### src/rtl/state_display.sv
// Two-digit multiplexed 7-segment display stage for the counter/hold FSM.
// Shows 0-15 as decimal, blinks "16", shows "--" for hold and "EE" otherwise.
module state_display #(
    parameter int REFRESH_DIV = 50000,
    parameter int BLINK_DIV   = 12500000
) (
    input  logic       clk,
    input  logic       reset,
    input  logic [4:0] state,
    output logic [6:0] seg,
    output logic [1:0] an,
    output logic       led_done,
    output logic       led_hold
);

    localparam int RW = (REFRESH_DIV > 1) ? $clog2(REFRESH_DIV) : 1;
    localparam int BW = (BLINK_DIV > 1) ? $clog2(BLINK_DIV) : 1;
    localparam logic [RW-1:0] RMAX = RW'(REFRESH_DIV - 1);
    localparam logic [BW-1:0] BMAX = BW'(BLINK_DIV - 1);

    localparam logic [6:0] BLANK = 7'b1111111;
    localparam logic [6:0] DASH  = 7'b0111111;
    localparam logic [6:0] ERR   = 7'b0000110;
    localparam logic [6:0] ONE   = 7'b1111001;
    localparam logic [6:0] SIX   = 7'b0000010;

    logic [4:0]    state_q;
    logic          started;
    logic [RW-1:0] rcnt;
    logic          digit_sel;
    logic [BW-1:0] bcnt;
    logic          phase;

    logic          dec_lo, dec_hi, is16, is17, is_err;
    logic [6:0]    ones, tens, seg_d;

    function automatic logic [6:0] seg7(input logic [3:0] d);
        logic [6:0] s;
        case (d)
            4'd0:    s = 7'b1000000;
            4'd1:    s = 7'b1111001;
            4'd2:    s = 7'b0100100;
            4'd3:    s = 7'b0110000;
            4'd4:    s = 7'b0011001;
            4'd5:    s = 7'b0010010;
            4'd6:    s = 7'b0000010;
            4'd7:    s = 7'b1111000;
            4'd8:    s = 7'b0000000;
            4'd9:    s = 7'b0010000;
            default: s = BLANK;
        endcase
        return s;
    endfunction

    assign dec_lo = (state_q < 5'd10);
    assign dec_hi = (state_q >= 5'd10) && (state_q < 5'd16);
    assign is16   = (state_q == 5'd16);
    assign is17   = (state_q == 5'd17);
    assign is_err = (state_q >= 5'd18);

    always_comb begin
        ones = BLANK;
        tens = BLANK;
        unique case (1'b1)
            dec_lo: ones = seg7(state_q[3:0]);
            dec_hi: begin
                tens = ONE;
                ones = seg7(state_q[3:0] - 4'd10);
            end
            is16: begin
                tens = ONE;
                ones = SIX;
            end
            is17: begin
                tens = DASH;
                ones = DASH;
            end
            is_err: begin
                tens = ERR;
                ones = ERR;
            end
            default: ;
        endcase
        seg_d = digit_sel ? tens : ones;
        if (is16 && !phase) seg_d = BLANK;
    end

    // started holds the outputs at reset values for the first edge after
    // release, while state_q captures its first sample.
    always_ff @(posedge clk or negedge reset) begin
        if (!reset) begin
            state_q   <= '0;
            started   <= 1'b0;
            rcnt      <= '0;
            digit_sel <= 1'b0;
        end else begin
            state_q <= state;
            started <= 1'b1;
            if (started) begin
                if (rcnt == RMAX) begin
                    rcnt      <= '0;
                    digit_sel <= ~digit_sel;
                end else begin
                    rcnt <= rcnt + RW'(1);
                end
            end
        end
    end

    always_ff @(posedge clk or negedge reset) begin
        if (!reset) begin
            bcnt  <= '0;
            phase <= 1'b1;
        end else if (!is16) begin
            bcnt  <= '0;
            phase <= 1'b1;
        end else if (bcnt == BMAX) begin
            bcnt  <= '0;
            phase <= ~phase;
        end else begin
            bcnt <= bcnt + BW'(1);
        end
    end

    always_ff @(posedge clk or negedge reset) begin
        if (!reset) begin
            seg      <= BLANK;
            an       <= 2'b11;
            led_done <= 1'b0;
            led_hold <= 1'b0;
        end else if (started) begin
            seg      <= seg_d;
            an       <= digit_sel ? 2'b01 : 2'b10;
            led_done <= is16;
            led_hold <= is17;
        end
    end

endmodule
### config.mk
export PLATFORM = sky130hd
export DESIGN_NAME = state_display
export DESIGN_NICKNAME = d
export VERILOG_FILES = /design/src/rtl/state_display.sv
export SDC_FILE = /design/constraint.sdc
export NUM_CORES = 1
export LEC_CHECK = 0
export CORE_AREA = 2 2 105 107
export CTS_BUF_LIST = sky130_fd_sc_hd__clkbuf_4 sky130_fd_sc_hd__clkbuf_8 sky130_fd_sc_hd__clkbuf_16
export DETAILED_ROUTE_END_ITERATION = 10
export DIE_AREA = 0 0 107 109
export SLEW_MARGIN = 20
export SYNTH_ARGS = -nofsm -noshare
export SYNTH_HDL_FRONTEND = slang
export SYNTH_SLANG_ARGS = --single-unit
### constraint.sdc
create_clock -name clk -period 6.6 [get_ports clk]
set_clock_uncertainty 0.2 [all_clocks]
set_input_delay 0.99 -clock clk [delete_from_list [all_inputs] [get_ports clk]]
set_output_delay 0.99 -clock clk [all_outputs]
set_load 0.005 [all_outputs]
=== After elaboration in Yosys (flattened, before gate mapping) ===
Memories as Yosys holds them, arrays and structs flattened.
Cells that the tools add are included.

* Memory bits (read-only): 224
* Output and inout port bits: 11
* Memories kept: 2
* Register bits: 59
* Word-level logic and storage cells: 41
* Input port bits: 7

{| class="wikitable"
|+ Memories
! memory !! words !! bits a word !! rd ports !! clocked after Yosys merged registers in !! write ports !! RTL line !! source
|-
| (no name shown) || 16 || 7 || 1 || 0 || 0 || 39 || <nowiki>case (d)</nowiki>
|-
| (no name shown) || 16 || 7 || 1 || 0 || 0 || 39 ||
|}

* Order comparisons: 4
* Bitwise gates (word level): 2
* Reductions and logical operators: 5
* Equality and inequality tests: 5
* Add/subtract/negate cells: 3
* Multiplexer cells: 10

{| class="wikitable"
|+ Operators with widths
! kind !! number
|-
| $mux W24 || 2
|-
| $pmux W7 S5 || 1
|-
| $add A24 B1 Y24 const B || 1
|-
| $eq A24 B24 Y1 const B || 1
|-
| $pmux W7 S3 || 1
|-
| $add A16 B1 Y16 const B || 1
|-
| $eq A16 B16 Y1 const B || 1
|-
| $mux W16 || 1
|-
| $mux W7 || 2
|-
| $eq A5 B5 Y1 const B || 2
|-
| $ge A5 B4 Y1 const B || 1
|-
| $ge A5 B5 Y1 const B || 1
|-
| $lt A5 B4 Y1 const B || 1
|-
| $lt A5 B5 Y1 const B || 1
|-
| $sub A4 B4 Y4 const B || 1
|-
| $logic_and A1 B1 Y1 || 2
|-
| $mux W1 || 2
|-
| $mux W2 || 1
|-
| $ne A2 B1 Y1 const B || 1
|-
| $not A1 Y1 || 2
|-
| $reduce_and A2 Y1 || 1
|-
| $reduce_or A2 Y1 || 1
|-
| $logic_not A1 Y1 || 1
|}

=== Logic depth before layout (Yosys ltp) ===
* Word-level depth: 6
* Depth in mapped cells: 8

=== Worst setup path after synthesis ===
No wires, ideal clock.

* Path type: register to register
* Start point: register state_q[2]
* End point: register seg[4]
* Period minus slack after synthesis: 2366 ps
* Library setup time: 94 ps
* Slack: 4234 ps
* Stages on the path, launching flop included: 9
* Path buffers: 2
* Data arrival time: 2072 ps
* Required time: 6306 ps
* Path through: dfrtp_1 -> clkbuf_1 -> inv_1 -> ha_1 -> clkbuf_1 -> xor2_1 -> mux2i_1 -> o221ai_1 -> a311oi_1

* Cells in the longest elaborated chain, start to end: 6
* Elaborated cells between the ends (all ways): 16
* Those cells by class: add/sub (1); order compare (4); eq/ne (2); mux (4); reduce/logical (3); memory (2)

{| class="wikitable"
|+ RTL lines
! element !! RTL line !! source
|-
| from (decl) || 27 || <nowiki>logic [4:0] state_q;</nowiki>
|-
| from (signal assigned) || 97 || <nowiki>state_q <= state;</nowiki>
|-
| parallel branches: the longest is 5 deep, another holds $mem_v2 Z16 W7 || n/a ||
|-
| $mux W7 (*) || 85 || <nowiki>if (is16 && !phase) seg_d = BLANK;</nowiki>
|-
| to (signal assigned) || 132 || <nowiki>seg <= seg_d;</nowiki>
|-
| to (decl) || 10 || <nowiki>output logic [6:0] seg,</nowiki>
|}

Mark *: on every way between the ends.
A chain may end at the register's enable or synchronous reset.

=== Worst setup path in the final report ===
Same ends and word-level chain as after synthesis.

==> flow_summary.ini <==
[die]
ioPinCount = 18
die_y_um = 109
rows = 38
die_x_um = 107
die_area_sq_mm = 0.0117
start_util = 0.312
core-area_sq_mm = 0.0106

[logic_synthesis]
synthCells = 347
yosysWarnings = 0
synth_cell_types = 50
synthDominantCellAreaShare = 0.371
ys.flop_type = dfrtp_1
synthArstFlopShare = 1.00
synth_seq_cells = 59
yosysSeqAreaShare = 0.451
synth_top_area_cell = dfrtp_1
syn_area_sq_mm = 0.00330
synth_nets = 366
synth_area_leaders = dfrtp_1, dfstp_2, ha_1
synth_edf_count = 0
syn_area_per_cell_sq_um = 9.52

[timing]
tns_ns = 0
rsz0062_at_grt = false
holdWs_ns = 0.269
slew_violations = 0
period_needed_ns = 2.59
fmax_ghz = 0.386
hold_viol_final = 0
relSlewSlack = 0.516
setup_viol = 0
worstMarginPinSlew_ns = 0.725
period_share = 0.392

[detailed_routing]
avgViaCountPerCell = 5.12
post_drt_wl_per_cell_um = 13.3
wl_mm = 6.77
drcViolationCount = 0
drtIter0Drc = 126
via_count = 2604
drt_pre_antenna_iters = 4
ant_nets = 0

[grt]
antenna_found_initial = 0
grt_pass1_vias = 2582
globalRouteTotalUtil = 0.130
grt_max_degree = 60
overflow = 0
grt_pass1_wl_mm = 12.2

[setup_path]
setup.worst_path.start_class = register
crit_arrival_ns = 2.63
path_class = reg2reg
cp.required_ns = 6.64
crit_fanout = 13
crit_path_end_kind = register

[finish]
finalNetCount = 383
area_delta_synth_final_pct = 15.2
final_cell_area_sq_mm = 0.00381
antenna-diode-count = 0
n_fill_cell = 1078
layout-drive-gt1-share = 0.106
fin_util = 0.359

[clock_network]
cts_setup_buffers = 0
clk_pin_slew_worst_paths_ns = 0.06
cts-resized-gates = 0
numCtsBuffers = 9
clock_latency_ns = 0.33
holdBufCountCts = 0
clock_sinks = 59
cts_buffer_depth = 2
cts_root_buf = clkbuf_8
tritoncts = built
cts_max_level = 3

[placed_design]
gp_congestion = 0.913
place_hpwl_mm = 4.79
placed_cell_area_sq_mm = 0.00361
port-buffer-count = 17

[power]
ir_drop_v = 0.000100
seqPwrFrac = 0.500
swShare = 0.257
cellInternalPower_w = 0.000621
power_frac_comb = 0.111
power.density_mw_per_mm2 = 220
p_clk_frac = 0.389
power.switching_w = 0.000215
p_leak_nw = 1.46

[worst_hold_path]
hp-class = reg2reg

[flow_run]
cap_violations = 0

[status]
run_status = completed
## power by group through the flow
stage	registers (W)	clock network [W]	logic, W
final	0.000419	0.000325	0.0000928
after global routing	0.000424	0.000354	0.000104
after CTS	0.000419	0.000338	0.0000935
after detailed placement	0.000425	0	0.0000927
after global placement	0.000424	0	0.0000926
after floorplan	0.000414	0	0.0000632
## path summary, 6_finish.rpt
| check | start | endpoint | slack, ns | cells past startpoint |
|---|---|---|---|---|
| max in group asynchronous | reset | digit_sel | 5.12 | 2 |
| min in group asynchronous | reset | bcnt[3] | 0.59 | 2 |
| worst min register to register | an[0] | an[0] | 0.27 | 2 |
| worst max register to register | state_q[2] | seg[4] | 4.01 | 6 |
| worst max-delay path | state_q[2] | seg[4] | 4.01 | 6 |
| worst min-delay path | an[0] | an[0] | 0.27 | 2 |
## Yosys cell counts, types with 4 or more instances
cell,instances
nor4_1,8
a311oi_1,4
a31oi_1,5
o31ai_1,5
nor2_1,32
nand2b_1,8
ha_1,12
xnor2_1,16
o21ai_0,14
nand2_1,25
inv_1,16
and4_1,4
nand4_1,15
nand3_1,15
dfrtp_1,49
dfstp_2,10
xor2_1,12
or4_1,4
clkbuf_1,12
and3_1,5
a21oi_1,16
or3_1,10
nor3_1,7
## layer usage
| layer | GRT usage | part of all wire | vias up |
|---|---|---|---|
| met5 | 0 | 0 | - |
| met4 | 0.0584 | 0.018 | 0 |
| met3 | 0.0299 | 0.038 | 12 |
| met2 | 0.215 | 0.48 | 56 |
| met1 | 0.163 | 0.47 | 1245 |
| li1 | - | - | 1291 |
## logic make-up after synthesis
logic type                 Yosys count  synth area share
adders and majority gates           12            0.0454
and+or+nand+nor                    149             0.251
DFF                                 59             0.451
other                                1           0.00113
AOI/OAI and AO/OA                   63             0.125
buffers and inverters               29            0.0333
muxes                                6            0.0193
xor gates and xnor gates            28            0.0742
## flip-flops by register name (all words and copies together), names as in the netlist
name / count
state_q: 5
rcnt: 16
an: 2
led_hold: 1
led_done: 1
seg: 7
phase: 1
digit_sel: 1
bcnt: 24
started: 1
## per-stage QoR
stage | power [W] | std cells | worst slack, ns
floorplan | 0.000477 | 347 | 4.23
global placement | 0.000516 | 493 | 4.24
detailed placement | 0.000518 | 493 | 4.08
CTS | 0.000851 | 509 | 4.03
global route | 0.000882 | 509 | 3.79
finish | 0.000837 | 509 | 4.01
## worst max-delay path, cell delays in order (launching register included)
cell and delay, ns:
dfrtp_1 0.50, inv_1 0.23, ha_1 0.36, xor2_1 0.47
mux2i_1 0.28, o221ai_1 0.15, a311oi_1 0.30
## layout by cell type, fill, tap and decap left out, drive strengths merged, types with 7 or more instances in the layout
master / synthesis / layout
nand4: 16 / 16
nor3: 7 / 7
nand3: 15 / 15
dfrtp: 49 / 49
clkdlybuf4s50: 0 / 16
nand2: 25 / 25
inv: 16 / 16
a21oi: 16 / 16
clkbuf: 12 / 11
dfstp: 10 / 10
ha: 12 / 12
nand2b: 8 / 8
nor2: 33 / 33
nor4: 8 / 8
xor2: 12 / 12
xnor2: 16 / 16
or3: 10 / 10
o21ai: 16 / 16
## layout make-up
type	count	area, sq um	area share
Timing Repair Buffer	19	180	0.0473
Multi-Input combinational cell	259	1710	0.448
Clock buffer	11	145	0.0381
Sequential cell	59	1490	0.391
Tap cell	140	175	0.0460
Inverter	16	60.1	0.0158
Clock inverter	5	52.6	0.0138
(Power assumes the default switching activity.)
